### config.mk
export PLATFORM = sky130hd
export DESIGN_NAME = vga_text_scan
export DESIGN_NICKNAME = d
export VERILOG_FILES = /design/src/rtl/vga_text_pkg.sv /design/src/rtl/vga_timing_gen.sv /design/src/rtl/vga_text_scan.sv
export SDC_FILE = /design/constraint.sdc
export NUM_CORES = 1
export LEC_CHECK = 0
export CELL_PAD_IN_SITES_DETAIL_PLACEMENT = 1
export CELL_PAD_IN_SITES_GLOBAL_PLACEMENT = 1
export CORE_ASPECT_RATIO = 0.75
export CORE_MARGIN = 2
export CORE_UTILIZATION = 46
export DETAILED_ROUTE_END_ITERATION = 6
export HOLD_SLACK_MARGIN = 0.06
export PLACE_DENSITY_LB_ADDON = 0.1
export SLEW_MARGIN = 25
export SYNTH_ARGS = -nofsm -noshare
export SYNTH_HDL_FRONTEND = slang
export SYNTH_SLANG_ARGS = --single-unit
export TNS_END_PERCENT = 100
### constraint.sdc
create_clock -name clk -period 5.6 [get_ports clk]
set_clock_uncertainty 0.2 [all_clocks]
set_input_delay 1.12 -clock clk [delete_from_list [all_inputs] [get_ports clk]]
set_output_delay 1.12 -clock clk [all_outputs]
set_load 0.02 [all_outputs]
### src/rtl/vga_text_pkg.sv
// Shared timing defaults, text-grid geometry and helpers for the VGA text scanner.
package vga_text_pkg;

    localparam int H_ACTIVE_DEF = 640;
    localparam int H_FP_DEF     = 16;
    localparam int H_SYNC_DEF   = 96;
    localparam int H_BP_DEF     = 48;
    localparam int V_ACTIVE_DEF = 480;
    localparam int V_FP_DEF     = 10;
    localparam int V_SYNC_DEF   = 2;
    localparam int V_BP_DEF     = 33;

    localparam int H_TOTAL = H_ACTIVE_DEF + H_FP_DEF + H_SYNC_DEF + H_BP_DEF;
    localparam int V_TOTAL = V_ACTIVE_DEF + V_FP_DEF + V_SYNC_DEF + V_BP_DEF;

    localparam int CNT_W     = 10;
    localparam int TEXT_COLS = 80;
    localparam int TEXT_ROWS = 30;

    localparam logic [7:0] SPACE_CHR = 8'h20;

    typedef struct packed {
        logic de;
        logic hsync;
        logic vsync;
        logic frame_start;
    } sync_t;

    localparam sync_t SYNC_IDLE = '{de: 1'b0, hsync: 1'b1, vsync: 1'b1, frame_start: 1'b0};

    // Cells outside the 80x30 grid map to 0 so the address never leaves the RAM.
    function automatic logic [11:0] cell_addr(input logic [6:0] tcol, input logic [5:0] trow);
        if (tcol >= 7'(TEXT_COLS) || trow >= 6'(TEXT_ROWS))
            return '0;
        return 12'(trow) * 12'(TEXT_COLS) + 12'(tcol);
    endfunction

endpackage

### src/rtl/vga_timing_gen.sv
// Free-running pixel/line counters with raw (unpipelined) sync, display enable and frame marker.
module vga_timing_gen
    import vga_text_pkg::*;
#(
    parameter int H_ACTIVE = H_ACTIVE_DEF,
    parameter int H_FP     = H_FP_DEF,
    parameter int H_SYNC   = H_SYNC_DEF,
    parameter int H_BP     = H_BP_DEF,
    parameter int V_ACTIVE = V_ACTIVE_DEF,
    parameter int V_FP     = V_FP_DEF,
    parameter int V_SYNC   = V_SYNC_DEF,
    parameter int V_BP     = V_BP_DEF
) (
    input  logic             clk,
    input  logic             rst,
    output logic [CNT_W-1:0] h_cnt,
    output logic [CNT_W-1:0] v_cnt,
    output sync_t            sync_raw
);

    localparam logic [CNT_W-1:0] H_ACT_END  = CNT_W'(H_ACTIVE);
    localparam logic [CNT_W-1:0] H_SYNC_BEG = CNT_W'(H_ACTIVE + H_FP);
    localparam logic [CNT_W-1:0] H_SYNC_END = CNT_W'(H_ACTIVE + H_FP + H_SYNC);
    localparam logic [CNT_W-1:0] H_LAST     = CNT_W'(H_ACTIVE + H_FP + H_SYNC + H_BP - 1);
    localparam logic [CNT_W-1:0] V_ACT_END  = CNT_W'(V_ACTIVE);
    localparam logic [CNT_W-1:0] V_SYNC_BEG = CNT_W'(V_ACTIVE + V_FP);
    localparam logic [CNT_W-1:0] V_SYNC_END = CNT_W'(V_ACTIVE + V_FP + V_SYNC);
    localparam logic [CNT_W-1:0] V_LAST     = CNT_W'(V_ACTIVE + V_FP + V_SYNC + V_BP - 1);

    always_ff @(posedge clk or posedge rst) begin
        if (rst) begin
            h_cnt <= '0;
            v_cnt <= '0;
        end else if (h_cnt == H_LAST) begin
            h_cnt <= '0;
            v_cnt <= (v_cnt == V_LAST) ? '0 : v_cnt + 1'b1;
        end else begin
            h_cnt <= h_cnt + 1'b1;
        end
    end

    always_comb begin
        sync_raw             = SYNC_IDLE;
        sync_raw.de          = (h_cnt < H_ACT_END) && (v_cnt < V_ACT_END);
        sync_raw.hsync       = !((h_cnt >= H_SYNC_BEG) && (h_cnt < H_SYNC_END));
        sync_raw.vsync       = !((v_cnt >= V_SYNC_BEG) && (v_cnt < V_SYNC_END));
        sync_raw.frame_start = (h_cnt == '0) && (v_cnt == '0);
    end

endmodule

### src/rtl/vga_text_scan.sv
// Text-mode scan engine: text RAM addressing and a 3-clk pipeline aligning glyph selectors with sync.
// Optional blinking block cursor is compiled in with VGA_TEXT_CURSOR_EN.
module vga_text_scan
    import vga_text_pkg::*;
#(
    parameter int H_ACTIVE = H_ACTIVE_DEF,
    parameter int H_FP     = H_FP_DEF,
    parameter int H_SYNC   = H_SYNC_DEF,
    parameter int H_BP     = H_BP_DEF,
    parameter int V_ACTIVE = V_ACTIVE_DEF,
    parameter int V_FP     = V_FP_DEF,
    parameter int V_SYNC   = V_SYNC_DEF,
    parameter int V_BP     = V_BP_DEF
) (
    input  logic        clk,
    input  logic        rst,
    output logic [11:0] text_addr,
    input  logic [7:0]  text_data,
    output logic [7:0]  chr_val,
    output logic [3:0]  row,
    output logic [2:0]  col,
    output logic        hsync,
    output logic        vsync,
    output logic        de,
    output logic        frame_start
`ifdef VGA_TEXT_CURSOR_EN
    ,
    input  logic [6:0]  cursor_x,
    input  logic [4:0]  cursor_y,
    output logic        cursor_on
`endif
);

    logic [CNT_W-1:0] h_cnt;
    logic [CNT_W-1:0] v_cnt;
    sync_t            sync_raw;
    sync_t            sync1;
    sync_t            sync2;
    sync_t            sync3;
    logic [3:0]       grow1;
    logic [2:0]       gcol1;
    logic [2:0]       gcol2;

    vga_timing_gen #(
        .H_ACTIVE (H_ACTIVE),
        .H_FP     (H_FP),
        .H_SYNC   (H_SYNC),
        .H_BP     (H_BP),
        .V_ACTIVE (V_ACTIVE),
        .V_FP     (V_FP),
        .V_SYNC   (V_SYNC),
        .V_BP     (V_BP)
    ) u_timing (
        .clk      (clk),
        .rst      (rst),
        .h_cnt    (h_cnt),
        .v_cnt    (v_cnt),
        .sync_raw (sync_raw)
    );

    // Stage 1 issues the RAM read; stage 2 meets the returned byte; stage 3 meets the glyph ROM output.
    always_ff @(posedge clk or posedge rst) begin
        if (rst) begin
            text_addr <= '0;
            sync1     <= SYNC_IDLE;
            grow1     <= '0;
            gcol1     <= '0;
            sync2     <= SYNC_IDLE;
            row       <= '0;
            gcol2     <= '0;
            sync3     <= SYNC_IDLE;
            col       <= '0;
        end else begin
            text_addr <= sync_raw.de ? cell_addr(h_cnt[9:3], v_cnt[9:4]) : '0;
            sync1     <= sync_raw;
            grow1     <= v_cnt[3:0];
            gcol1     <= h_cnt[2:0];
            sync2     <= sync1;
            row       <= grow1;
            gcol2     <= gcol1;
            sync3     <= sync2;
            col       <= gcol2;
        end
    end

    // Control codes have no glyph, so they are shown as blanks.
    always_comb begin
        chr_val = SPACE_CHR;
        if (sync2.de && (text_data >= SPACE_CHR))
            chr_val = text_data;
    end

    assign hsync       = sync3.hsync;
    assign vsync       = sync3.vsync;
    assign de          = sync3.de;
    assign frame_start = sync3.frame_start;

`ifdef VGA_TEXT_CURSOR_EN
    localparam logic [CNT_W-1:0] H_LAST = CNT_W'(H_ACTIVE + H_FP + H_SYNC + H_BP - 1);
    localparam logic [CNT_W-1:0] V_LAST = CNT_W'(V_ACTIVE + V_FP + V_SYNC + V_BP - 1);

    logic [4:0] blink_cnt;
    logic       blink_on;
    logic       cur_raw;
    logic       cur1;
    logic       cur2;

    // Blink phase flips after every 32 complete frames, counted at the last pixel of each frame.
    always_ff @(posedge clk or posedge rst) begin
        if (rst) begin
            blink_cnt <= '0;
            blink_on  <= 1'b1;
        end else if ((h_cnt == H_LAST) && (v_cnt == V_LAST)) begin
            blink_cnt <= blink_cnt + 1'b1;
            if (blink_cnt == 5'd31)
                blink_on <= ~blink_on;
        end
    end

    always_comb begin
        cur_raw = blink_on && sync_raw.de
               && (h_cnt[9:3] == cursor_x) && (v_cnt[8:4] == cursor_y)
               && (v_cnt[3:0] >= 4'd14);
    end

    always_ff @(posedge clk or posedge rst) begin
        if (rst) begin
            cur1      <= 1'b0;
            cur2      <= 1'b0;
            cursor_on <= 1'b0;
        end else begin
            cur1      <= cur_raw;
            cur2      <= cur1;
            cursor_on <= cur2;
        end
    end
`endif

endmodule

==> flow_summary.toml, run 1 <==
[layout]
layout_common_cells = "55 x dfrtp_1, 40 x clkdlybuf4s50_1, 15 x nor2_1, 15 x ha_1"
fin_nets = 299
layout_commonest_cell = "dfrtp_1"
num_antenna_cells = 0
multi_input_area_um2 = 1060
seq_area_um2 = 1530
nFillCells = 615
drive_gt1_share_pct = 12.6
stdcell_area_um2 = 3360
area_delta_synth_final_pct = 25.6

[cts]
cts_resized = 0
clock_latency_ps = 340
cts_hold_buf = 0
cts_tree = "built"
clk_pin_slew_ps = 70
numCtsBuffers = 9
cts_root_buf = "clkbuf_8"
clock_path_buffers = 2
post_cts_buffers = 0
htreeDepth = 3
cts_sinks = 61

[detailed_routing]
ant_nets = 0
viasPerCell = 5.15
drt-total-wl_um = 5690
avgRoutedWirePerCell_um = 16.0
drc = 0
detail_route.first_pass.iterations = 4
via_count = 1829
drt_iter0_drc = 121

[setup_path]
cp.required_ps = 4280
worst-path-max-fanout = 6
critPathLaunchType = "input port"
path_class = "input port to output pin"
crit_arrival_ps = 2630
end_kind = "output pin"

[pwr]
power_density_nw_per_um2 = 256
p_int_mw = 0.661
comb_power_share_pct = 3.5
pwr-share-clk_pct = 45.2
p_seq_share_pct = 51.3
swShare_pct = 23.1
irDropWorstVdd_v = 0.000142
leakage_nw = 1.54
switching_power_mw = 0.199

[sta]
finalHoldViolCount = 0
fin_crit_sh_pct = 70.4
finalSetupViolations = 0
finalCriticalPeriod_ps = 3950
maxSlewViolCount = 0
timing.setup.tns_ps = 0
rsz0062_at_grt = "false"
fmax_mhz = 253
worst_pin_slew_ps = 752
maxSlewHeadroom_pct = 49.9

[yosys]
yosys_most_used_dff = "dfrtp_1"
postSynthAreaPerCell_um2 = 12.0
ys_warn_count = 0
synth_edf_count = 0
yosys.cell_types.count = 45
netlist_instances = 222
synth_area_um2 = 2680
syn_nets = 249
seq_area_frac_synth_pct = 57.3
async_reset_ff_share_pct = 100
synth-seq-cells = 61

[placed_design]
dp_hpwl_um = 4120
globalplace.congestion = 0.731
io_buffers = 40
dpl-instance-area_um2 = 3160

[floorplanning]
fp.dieH_um = 70.0
die_x_um = 92.1
core-area_um2 = 5710
io_pins = 41
dieArea_um2 = 6450
start_util_pct = 46.9
std_cell_rows = 24

[hold_path]
hold_path.class = "flop to flop"

[global_routing]
grt_pass1_vias = 1910
antenna_found_initial = 0
grt_pass1_wl_um = 9670
grt_max_degree = 62
grt_use_total_pct = 19.9
grt_overflow = 0

[run_status]
outcome = "completed"

[flow_run]
maxCapViolCount = 0
## cell type report
type                       instances  share of cell area (%)
sequential                        61                    45.6
multi-input combinational        143                    31.6
timing repair buffer              41                    12.1
clock buffer                       9                    3.69
tap                               78                    2.90
clock inverter                     7                    2.23
inverter                          16                    1.79
## sequential cells by signal (all words and copies together), names as in the netlist
signal / flops
text_addr: 12
col: 3
hsync: 1
de: 1
u_timing.v_cnt: 10
frame_start: 1
gcol1: 3
u_timing.h_cnt: 10
vsync: 1
grow1: 4
row: 4
sync2: 4
gcol2: 3
sync1: 4
## worst max-delay path, stage by stage
cell             delay (ps)
clkdlybuf4s50_1         420
o31a_1                  360
and2_1                  180
clkdlybuf4s50_1         540
## per-stage QoR
step	util (%)	power, mW	setup WS (ps)	hold slack (ps)	instances
2_1_floorplan	-	0.463	2610	131	222
3_3_place_gp	55.4	0.479	1710	131	339
3_5_place_dp	55.4	0.480	1640	136	339
4_1_cts	58.9	0.872	1640	149	355
5_1_grt	58.9	0.894	1590	159	355
6_report	58.9	0.859	1650	147	355
## synthesized netlist by cell type (2+ instances only)
cell type	instances	area share [%]
dfstp_2	6	5.9
and4_1	2	0.65
nand2_1	7	0.98
xnor2_1	8	2.6
a31oi_1	3	0.70
inv_1	15	2.1
dfrtp_1	55	51
nand2b_1	4	0.94
nor3_1	2	0.37
fa_1	2	1.5
nand4_1	6	1.4
a21o_1	2	0.56
a21oi_1	4	0.75
o21ai_1	2	0.37
and2_1	14	3.3
xor2_1	6	2.0
nand3_1	10	1.9
nor2_1	15	2.1
nor2b_1	2	0.47
ha_1	15	7.0
nand3_2	2	0.75
and3_1	6	1.4
o21ai_0	12	2.2
## worst paths after layout
kind / start / to / slack [ps] / depth (start not counted)
max: text_data[7] / chr_val[0] / 1650 / 4
min: grow1[1] / row[1] / 150 / 0
max reg2reg: u_timing.v_cnt[5] / text_addr[10] / 2750 / 8
min reg2reg: grow1[1] / row[1] / 150 / 0
max in group asynchronous: rst / grow1[0] / 3580 / 3
min in group asynchronous: rst / gcol2[2] / 1120 / 3
## layer usage
metal / global-route usage (%) / up-vias / routed length [um]
met5: 0 / - / 0
met4: 7.79 / 0 / 56
met3: 6.69 / 5 / 284
met2: 30.5 / 46 / 2640
met1: 26.2 / 910 / 2700
li1: - / 868 / -
## power groups by stage
stage / sequential (mW) / clock (mW) / combinational [mW]
final: 0.441 / 0.389 / 0.0301
after global routing: 0.440 / 0.420 / 0.0331
after CTS: 0.441 / 0.400 / 0.0311
after detailed placement: 0.449 / 0 / 0.0311
after global placement: 0.449 / 0 / 0.0299
after floorplan: 0.449 / 0 / 0.0140
## cells by family (layout without fill, tap and decap cells)
group,Yosys count,count (layout),share of synthesized area (%)
fa+ha+maj,17,17,8.51
simple gates,83,83,19.3
buf+inv,18,73,2.95
mux,1,1,0.374
flops,61,61,57.3
compound gates,27,27,6.08
xor+xnor,15,15,5.43
(Power assumes the default switching activity.)
==> run 2: changes to the inputs <==
--- a/config.mk
+++ b/config.mk
@@ -9,7 +9,7 @@
 export CELL_PAD_IN_SITES_GLOBAL_PLACEMENT = 1
 export CORE_ASPECT_RATIO = 0.75
 export CORE_MARGIN = 2
-export CORE_UTILIZATION = 46
+export CORE_UTILIZATION = 38
 export DETAILED_ROUTE_END_ITERATION = 6
 export HOLD_SLACK_MARGIN = 0.06
 export PLACE_DENSITY_LB_ADDON = 0.1
==> constraint.sdc (replaced) <==
create_clock -name clk -period 3.4 [get_ports clk]
set_clock_uncertainty 0.2 [all_clocks]
set_input_delay 0.68 -clock clk [delete_from_list [all_inputs] [get_ports clk]]
set_output_delay 0.68 -clock clk [all_outputs]
set_load 0.02 [all_outputs]
==> flow_summary.toml, run 2 (synthesis gave the netlist of run 1 again) <==
[run_status]
outcome = "completed"

[floorplanning]
core-area_um2 = 6800
fp.dieH_um = 76.7
start_util_pct = 39.3
io_pins = 41
die_x_um = 101
std_cell_rows = 26
dieArea_um2 = 7730

[placed_design]
dp_hpwl_um = 3960
dp_slack_ps = 364
globalplace.congestion = 0.745
io_buffers = 40

[sta]
maxSlewHeadroom_pct = 55.4
fmax_mhz = 328
finalSetupViolations = 0
finalHoldViolCount = 0
worst_pin_slew_ps = 668
finalCriticalPeriod_ps = 3050
fin_crit_sh_pct = 89.8
rsz0062_at_grt = "false"
setup_ws_ps = 348
maxSlewViolCount = 0
timing.setup.tns_ps = 0

[global_routing]
grt_overflow = 0
antenna_found_initial = 0
grt_max_degree = 32
grt_use_total_pct = 16.0
grt_pass1_wl_um = 9570
grt_pass1_vias = 1916

[setup_path]
worst-path-max-fanout = 6
path_class = "input port to output pin"
critPathLaunchType = "input port"
crit_arrival_ps = 2170
end_kind = "output pin"
cp.required_ps = 2520

[detailed_routing]
via_count = 1805
viasPerCell = 4.99
avgRoutedWirePerCell_um = 15.4
detail_route.first_pass.iterations = 4
ant_nets = 0
drt_iter0_drc = 59
drc = 0
drt-total-wl_um = 5560

[layout]
largest_reg_flops = 12
num_antenna_cells = 0
layout_common_cells = "55 x dfrtp_1, 40 x clkdlybuf4s50_1, 15 x nor2_1, 15 x ha_1"
layout_commonest_cell = "dfrtp_1"
drive_gt1_share_pct = 12.9
largest-register = "text_addr"
area_delta_synth_final_pct = 26.7
reg_top3 = "text_addr x12, u_timing.h_cnt x10, u_timing.v_cnt x10"
fin_nets = 300

[cts]
post_cts_buffers = 0
cts_hold_buf = 0
clock_path_buffers = 2
clock_latency_ps = 330
cts_root_buf = "clkbuf_8"
numCtsBuffers = 9
clk_pin_slew_ps = 70
cts_resized = 0
htreeDepth = 3
cts_sinks = 61
cts_tree = "built"

[pwr]
leakage_nw = 1.57
irDropWorstVdd_v = 0.000225
power_density_nw_per_um2 = 419

[hold_path]
hold_path.class = "flop to flop"

[flow_run]
maxCapViolCount = 0
-- run 2: cell types whose count changed in the layout (fill, tap and decap cells not counted), sizes merged --
cell,change
clkinvlp,-2
clkbuf,+1
clkinv,+1
buf,+1
-- run 2: cell type report --
type | count | area [um^2]
Clock buffer | 10 | 138
Clock inverter | 6 | 61.3
Fill cell | 728 | 3410
Inverter | 16 | 60.1
Multi-Input combinational cell | 143 | 1060
Sequential cell | 61 | 1530
Tap cell | 84 | 105
Timing Repair Buffer | 42 | 428
-- run 2: where the power goes --
part,total (mW),internal [mW],switching [mW]
Combinational,0.0513,0.0239,0.0274
Clock,0.643,0.357,0.286
Sequential,0.726,0.726,0
-- run 2: layer usage --
metal  up-vias  routed length (um)  track usage [%]
met5         -                   0                0
met4         0                  71             5.75
met3         9                 252             4.56
met2        41                2370             23.0
met1       889                2870             23.1
li1        866                   -                -
-- run 2: worst paths after layout --
kind / start / endpoint / slack, ps / depth (start not counted)
max reg2reg: u_timing.v_cnt[4] / text_addr[10] / 670 / 8
max: text_data[7] / chr_val[2] / 350 / 4
min: gcol2[0] / col[0] / 150 / 0
min in group asynchronous: rst / frame_start / 560 / 2
min reg2reg: gcol2[0] / col[0] / 150 / 0
max in group asynchronous: rst / sync1[1] / 1770 / 3
-- run 2: stage by stage --
step | util [%] | cell area [um^2] | hold WS, ps | total power [mW] | cells
global route | 49.8 | 3390 | 152 | 1.48 | 362
detailed placement | 46.9 | 3190 | 136 | 0.792 | 346
floorplan | - | 2680 | 131 | 0.762 | 222
global placement | 46.9 | 3190 | 132 | 0.791 | 346
finish | 49.8 | 3390 | 146 | 1.42 | 362
CTS | 49.8 | 3390 | 151 | 1.44 | 362
-- run 2: critical path, cell delays in order --
cell and delay, ps:
clkdlybuf4s50_1 430, o31a_1 360, and2_1 180, clkdlybuf4s50_1 530
